**config.mk**
```make
export PLATFORM = sky130hd
export DESIGN_NAME = counter_monitor
export DESIGN_NICKNAME = d
export VERILOG_FILES = /design/src/rtl/counter_monitor.sv
export SDC_FILE = /design/constraint.sdc
export NUM_CORES = 1
export LEC_CHECK = 0
export CAP_MARGIN = 20
export CORE_ASPECT_RATIO = 1.25
export CORE_MARGIN = 3
export CORE_UTILIZATION = 40
export CTS_BUF_LIST = sky130_fd_sc_hd__clkbuf_8
export DETAILED_ROUTE_END_ITERATION = 10
export DONT_BUFFER_PORTS = 1
export GPL_TIMING_DRIVEN = 0
export HOLD_SLACK_MARGIN = 0.06
export PLACE_DENSITY_LB_ADDON = 0.12
export SETUP_SLACK_MARGIN = 0.4
export SKIP_LAST_GASP = 1
export SYNTH_ARGS = -nofsm -noshare
export SYNTH_HDL_FRONTEND = slang
export SYNTH_SLANG_ARGS = --single-unit
export TNS_END_PERCENT = 5
```
**constraint.sdc**
```tcl
create_clock -name clock_i -period 2 [get_ports clock_i]
set_input_delay 0.4 -clock clock_i [delete_from_list [all_inputs] [get_ports clock_i]]
set_output_delay 0.4 -clock clock_i [all_outputs]
set_load 0.05 [all_outputs]
```
**src/rtl/counter_monitor.sv**
```systemverilog
// counter_monitor
// ----------------
// On-chip self-checker for a WIDTH-bit up-counter. Each cycle it samples the
// counter value together with the enable that drives it. It then checks that
// the value advanced by exactly the enable sampled on the previous edge,
// modulo 2^WIDTH. After LOCK_CNT consecutive good steps it reports lock.
// A mismatch while locked raises a one-cycle error pulse and bumps a
// saturating error counter. Verified max->0 wraps seen while locked are
// counted in a free-running wrap counter.
//
// Ports
//   clock_i          system clock, all state updates on the rising edge
//   reset_i          synchronous active-high reset, discards all history
//   enable_i         enable seen by the monitored counter
//   counter_value_i  monitored counter value (WIDTH bits)
//   clear_i          synchronous clear of error_count_o and wrap_count_o only
//   locked_o         high while the monitor is locked
//   error_o          one-cycle pulse on a mismatch detected while locked
//   error_count_o    locked mismatches, saturating at all-ones (CNT_W bits)
//   wrap_count_o     verified wraps, wrapping modulo 2^CNT_W (CNT_W bits)
//
// All outputs are registered; there is no combinational input->output path.

module counter_monitor #(
    parameter int WIDTH    = 4,
    parameter int LOCK_CNT = 3,
    parameter int CNT_W    = 8
) (
    input  logic             clock_i,
    input  logic             reset_i,
    input  logic             enable_i,
    input  logic [WIDTH-1:0] counter_value_i,
    input  logic             clear_i,
    output logic             locked_o,
    output logic             error_o,
    output logic [CNT_W-1:0] error_count_o,
    output logic [CNT_W-1:0] wrap_count_o
);

    typedef enum logic [1:0] {
        ST_UNSYNC  = 2'd0,
        ST_ACQUIRE = 2'd1,
        ST_LOCKED  = 2'd2
    } state_t;

    localparam logic [3:0]       LOCK_TARGET = 4'(LOCK_CNT);
    localparam logic [CNT_W-1:0] CNT_ONE     = CNT_W'(1'b1);
    localparam logic [CNT_W-1:0] CNT_ZERO    = {CNT_W{1'b0}};
    localparam logic [CNT_W-1:0] CNT_MAX     = {CNT_W{1'b1}};
    localparam logic [WIDTH-1:0] VAL_MAX     = {WIDTH{1'b1}};

    state_t             state_r;
    state_t             state_next_s;
    logic [3:0]         match_r;
    logic [3:0]         match_next_s;
    logic [WIDTH-1:0]   prev_r;
    logic               prev_en_r;
    logic               locked_r;
    logic               error_r;
    logic [CNT_W-1:0]   error_count_r;
    logic [CNT_W-1:0]   wrap_count_r;

    logic [WIDTH-1:0]   expected_s;
    logic               hit_s;
    logic               error_event_s;
    logic               wrap_event_s;
    logic [CNT_W-1:0]   error_count_next_s;
    logic [CNT_W-1:0]   wrap_count_next_s;

    // The counter should have moved by exactly the enable it saw last edge.
    assign expected_s = prev_r + WIDTH'(prev_en_r);
    assign hit_s      = (counter_value_i == expected_s);

    // State and consecutive-match counter register
    always_ff @(posedge clock_i) begin
        if (reset_i) begin
            state_r <= ST_UNSYNC;
            match_r <= 4'd0;
        end else begin
            state_r <= state_next_s;
            match_r <= match_next_s;
        end
    end

    // Next-state logic: acquire lock on a run of hits, drop it on a miss
    always_comb begin
        state_next_s = state_r;
        match_next_s = match_r;
        case (state_r)
            ST_UNSYNC: begin
                // First edge after reset only captures history.
                state_next_s = ST_ACQUIRE;
                match_next_s = 4'd0;
            end
            ST_ACQUIRE: begin
                if (hit_s) begin
                    if ((match_r + 4'd1) == LOCK_TARGET) begin
                        state_next_s = ST_LOCKED;
                        match_next_s = 4'd0;
                    end else begin
                        state_next_s = ST_ACQUIRE;
                        match_next_s = match_r + 4'd1;
                    end
                end else begin
                    state_next_s = ST_ACQUIRE;
                    match_next_s = 4'd0;
                end
            end
            ST_LOCKED: begin
                if (hit_s) begin
                    state_next_s = ST_LOCKED;
                    match_next_s = 4'd0;
                end else begin
                    state_next_s = ST_ACQUIRE;
                    match_next_s = 4'd0;
                end
            end
            default: begin
                state_next_s = ST_UNSYNC;
                match_next_s = 4'd0;
            end
        endcase
    end

    // Output decode: error/wrap events and next counter values
    always_comb begin
        error_event_s = 1'b0;
        wrap_event_s  = 1'b0;
        if (state_r == ST_LOCKED) begin
            error_event_s = ~hit_s;
            wrap_event_s  = hit_s & prev_en_r & (prev_r == VAL_MAX);
        end else begin
            error_event_s = 1'b0;
            wrap_event_s  = 1'b0;
        end

        // Clear takes priority over a coincident increment.
        error_count_next_s = error_count_r;
        if (clear_i) begin
            error_count_next_s = CNT_ZERO;
        end else if (error_event_s && (error_count_r != CNT_MAX)) begin
            error_count_next_s = error_count_r + CNT_ONE;
        end else begin
            error_count_next_s = error_count_r;
        end

        wrap_count_next_s = wrap_count_r;
        if (clear_i) begin
            wrap_count_next_s = CNT_ZERO;
        end else if (wrap_event_s) begin
            wrap_count_next_s = wrap_count_r + CNT_ONE;
        end else begin
            wrap_count_next_s = wrap_count_r;
        end
    end

    // Sample history and register all outputs
    always_ff @(posedge clock_i) begin
        if (reset_i) begin
            prev_r        <= {WIDTH{1'b0}};
            prev_en_r     <= 1'b0;
            locked_r      <= 1'b0;
            error_r       <= 1'b0;
            error_count_r <= CNT_ZERO;
            wrap_count_r  <= CNT_ZERO;
        end else begin
            prev_r        <= counter_value_i;
            prev_en_r     <= enable_i;
            locked_r      <= (state_next_s == ST_LOCKED);
            error_r       <= error_event_s;
            error_count_r <= error_count_next_s;
            wrap_count_r  <= wrap_count_next_s;
        end
    end

    assign locked_o      = locked_r;
    assign error_o       = error_r;
    assign error_count_o = error_count_r;
    assign wrap_count_o  = wrap_count_r;

endmodule

```
==> results.md <==
* Clock latency on the worst-skew pair at 0.28 ns
* Register bit count reported by yosys at 29
* Clock-pin slew reported for the worst setup and hold paths after clock tree synthesis at 0.06 ns
* Largest delay share family, worst path: simple AND/OR/NAND/NOR gates
* DRT iter0 DRCs at 60
* Total Power at 1110 uW
* Reg area at 586 um2
* First-pass GRT wire length at 4710 um
* Status: finished with violations
* Final Core Density at 49.0%
* Top-Level Pins at 26
* Worst path most repeated cell: ha_4
* Max Root-Sink Buffers at 2
* Worst clock skew at 0.00404 ns
* Total power divided by cell area at 687 nW/um2
* Least-Margin Pin Slew at 0.646 ns
* Maximum number of pins on one net before global-route repair at 11
* Arr. time, crit path at 2.27 ns
* Vias after detailed routing at 1140
* Share of the yosys chip area belonging to registers at 41.8%
* Worst Setup End Kind: flip-flop
* Share of post-route cells with drive strength above 1 at 15.4%
* Final hold violations at 0
* Leak Pwr at 0.000544 uW
* Violated checks: setup timing
* CP Buf/Inv Count at 1
* Die area at 4220 um2
* Hold path start: counter_value_i[2]
* Inst Count DP at 187
* CP max stage delay at 0.50 ns
* Crit-path max FO at 6
* Critical-path cell list: ha_4, ha_4, xor3_1, nor3_4, buf_6, nand3_4, or4_1, a21oi_1
* Fill cells at 326
* Reg-to-reg endpoint: wrap_count_o[5]
* Final ANT Viol Nets at 0
* Pins Over Slew Limit at 0
* Register-to-Register Path Depth at 8
* DP HPWL at 2040 um
* Remaining global-route overflow at 0
* Gpl congestion at 0.757
* Fin crit period at 2.06 ns
* Slowest library cell on the worst path: or4_1
* RR Startpoint: prev_en_r
* Root buffer cell: clkbuf_8
* Detailed Routing Iterations Pass 1 at 4
* Maximum vdd drop at 0.411 mV
* Vias in the first global route at 1057
* Final Non-Filler Cells at 199
* Nets at 175
* Synth top area cells: dfxtp_1 42%, ha_1 5.4%, a21oi_1 4.7%, nand2_1 3.5%, or4_1 3.2%
* Yosys cell types at 38
* Reg2Reg Setup Slack at -0.06 ns
* Setup TNS at -0.0737 ns
* Data required, critical path at 2.21 ns
* Clk sinks at 29
* Final WL at 2850 um
* Number of port buffers at 0
* Initial antenna violation count at 0
* Yosys top cell by area: dfxtp_1
* Die Wd at 58.7 um
* WHS Path Cells at 1
* DRC at 0
* Row count at 23
* # diodes at 0
* Rel. slew slack at 56.9%
* Global Route Usage Sum at 14.9%
* Starting density of the core at 42.3%
* WL/cell at 14.3 um
* Ys Warns at 0
* Area Growth Syn to Fin at 15.9%
* Synth top area share at 41.8%
* Worst hold endpoint: prev_r[2]
* Cells after Synth at 150
* Worst setup SP type: flip-flop
* Fin worst setup slack at -0.0602 ns
* Final Setup Violations at 2
* Max Clk Rate at 485 MHz
* Multi-input gate area at 827 um2
* CORE AREA at 3280 um2
* Syn Std Cell Area at 1390 um2
* Hold Path Class: input pin to flip-flop
* Vias per cell at 5.73
* CTS tree: yes
* Mapped Nets at 164
* RSZ-0062 raised after global routing: yes
* CTS buffer count at 5
* Max cap viols at 0
* Die H at 71.9 um
* Final period utilization at 103%
* Kind of critical path: flip-flop to flip-flop
* CTS H-Tree Depth at 2
* Avg Cell Area, Syn at 9.25 um2
## layout make-up
| class | count | area share (%) |
|---|---|---|
| buffer | 6 | 1.95 |
| clock buffer | 5 | 4.28 |
| clock inverter | 3 | 0.700 |
| inverter | 1 | 0.233 |
| multi-input combinational | 114 | 51.4 |
| sequential | 29 | 36.4 |
| tap | 37 | 2.88 |
| timing repair buffer | 4 | 2.10 |
## Yosys cell counts
library cell	n
a2111oi_2	1
a211oi_1	2
a21oi_1	13
a221oi_1	1
a311oi_1	1
a31o_2	1
a31oi_1	1
and2_1	7
and3_1	3
and4_1	1
buf_2	2
clkbuf_1	4
dfxtp_1	29
ha_1	6
inv_1	1
nand2_1	13
nand2b_1	2
nand3_1	6
nand3_4	1
nand4_1	5
nand4b_1	1
nor2_1	4
nor2b_1	7
nor3_1	1
nor3_2	1
nor3_4	1
nor3b_1	1
o211ai_1	1
o21ai_0	5
o21ai_1	1
o22ai_1	1
o31ai_1	5
or2_2	1
or3_1	5
or4_1	6
xnor2_1	3
xor2_1	5
xor3_1	1
## how the worst max path moves through the flow
stage	from	end	slack [ns]	cells after the start
2_1_floorplan	prev_en_r	error_count_o[7]	0.11	8
3_3_place_gp	prev_en_r	error_count_o[2]	-0.06	9
3_5_place_dp	prev_en_r	error_count_o[5]	-0.09	9
4_1_cts	prev_en_r	error_count_o[7]	-0.02	8
5_1_grt	prev_en_r	wrap_count_o[5]	-0.19	8
6_report	prev_en_r	wrap_count_o[5]	-0.06	8
## sequential cells by signal, summed over array words and instances, names as in the netlist
signal         flops
error_count_o      8
locked_o           1
error_o            1
prev_en_r          1
state_r            2
prev_r             4
wrap_count_o       8
match_r            4
## kinds of logic after synthesis
group / count (synthesis) / share of synthesized area [%]
and+or+nand+nor: 66 / 28.9
AOI/OAI and AO/OA: 33 / 15.1
DFF: 29 / 41.8
xor gates and xnor gates: 9 / 6.76
buffers and inverters: 7 / 2.07
adders and majority gates: 6 / 5.41
## metrics by stage
| step | instance area, um2 | hold WS (ns) | setup WS, ns |
|---|---|---|---|
| floorplan | 1430 | 0.487 | 0.112 |
| global placement | 1470 | 0.507 | -0.0609 |
| detailed placement | 1470 | 0.529 | -0.0946 |
| CTS | 1590 | 0.240 | -0.0232 |
| global route | 1610 | 0.249 | -0.186 |
| finish | 1610 | 0.249 | -0.0602 |
## report_power, final
group	switching, uW	total, uW	internal (uW)	leakage (uW)
Combinational	39.5	71.5	32.1	0.000256
Sequential	6.86	592	585	0.000237
Clock	211	441	231	0.0000519
## repair_timing
action | CTS | global route
resized for setup | 3 | 2
hold buffers | 0 | 0
pin swaps | 3 | 1
endpoints found under the setup margin | 24 | 24
setup buffers | 3 | 1
cloned | 0 | 0
## layout by cell type (no fill, tap or decap), types with 4 or more instances in the layout
master and count:
nor2b_1 7, o21ai_0 5, clkbuf_8 5, dfxtp_1 25
inv_1 4, or3_1 5, and2_1 7, nand2_1 13
nand3_1 6, ha_1 4, or4_1 6, dfxtp_2 4
clkbuf_1 4, xor2_1 4, a21oi_1 12, o31ai_1 5
nor2_1 4, nand4_1 5
## metal layers
| layer | wire length [um] | vias up | global-route usage, % |
|---|---|---|---|
| met5 | 0 | - | 0 |
| met1 | 1190 | 529 | 17.1 |
| met2 | 1420 | 32 | 22.9 |
| met4 | 54 | 0 | 7.81 |
| met3 | 187 | 8 | 7.03 |
| li1 | - | 571 | - |
## worst register-to-register path, cell delays in order, from the launching register on
cell and delay (ns):
dfxtp_2 0.35, ha_4 0.16, ha_4 0.12, xor3_1 0.25, nor3_4 0.26, buf_6 0.14
nand3_4 0.09, or4_1 0.50, a21oi_1 0.12
(Power assumes the default switching activity.)
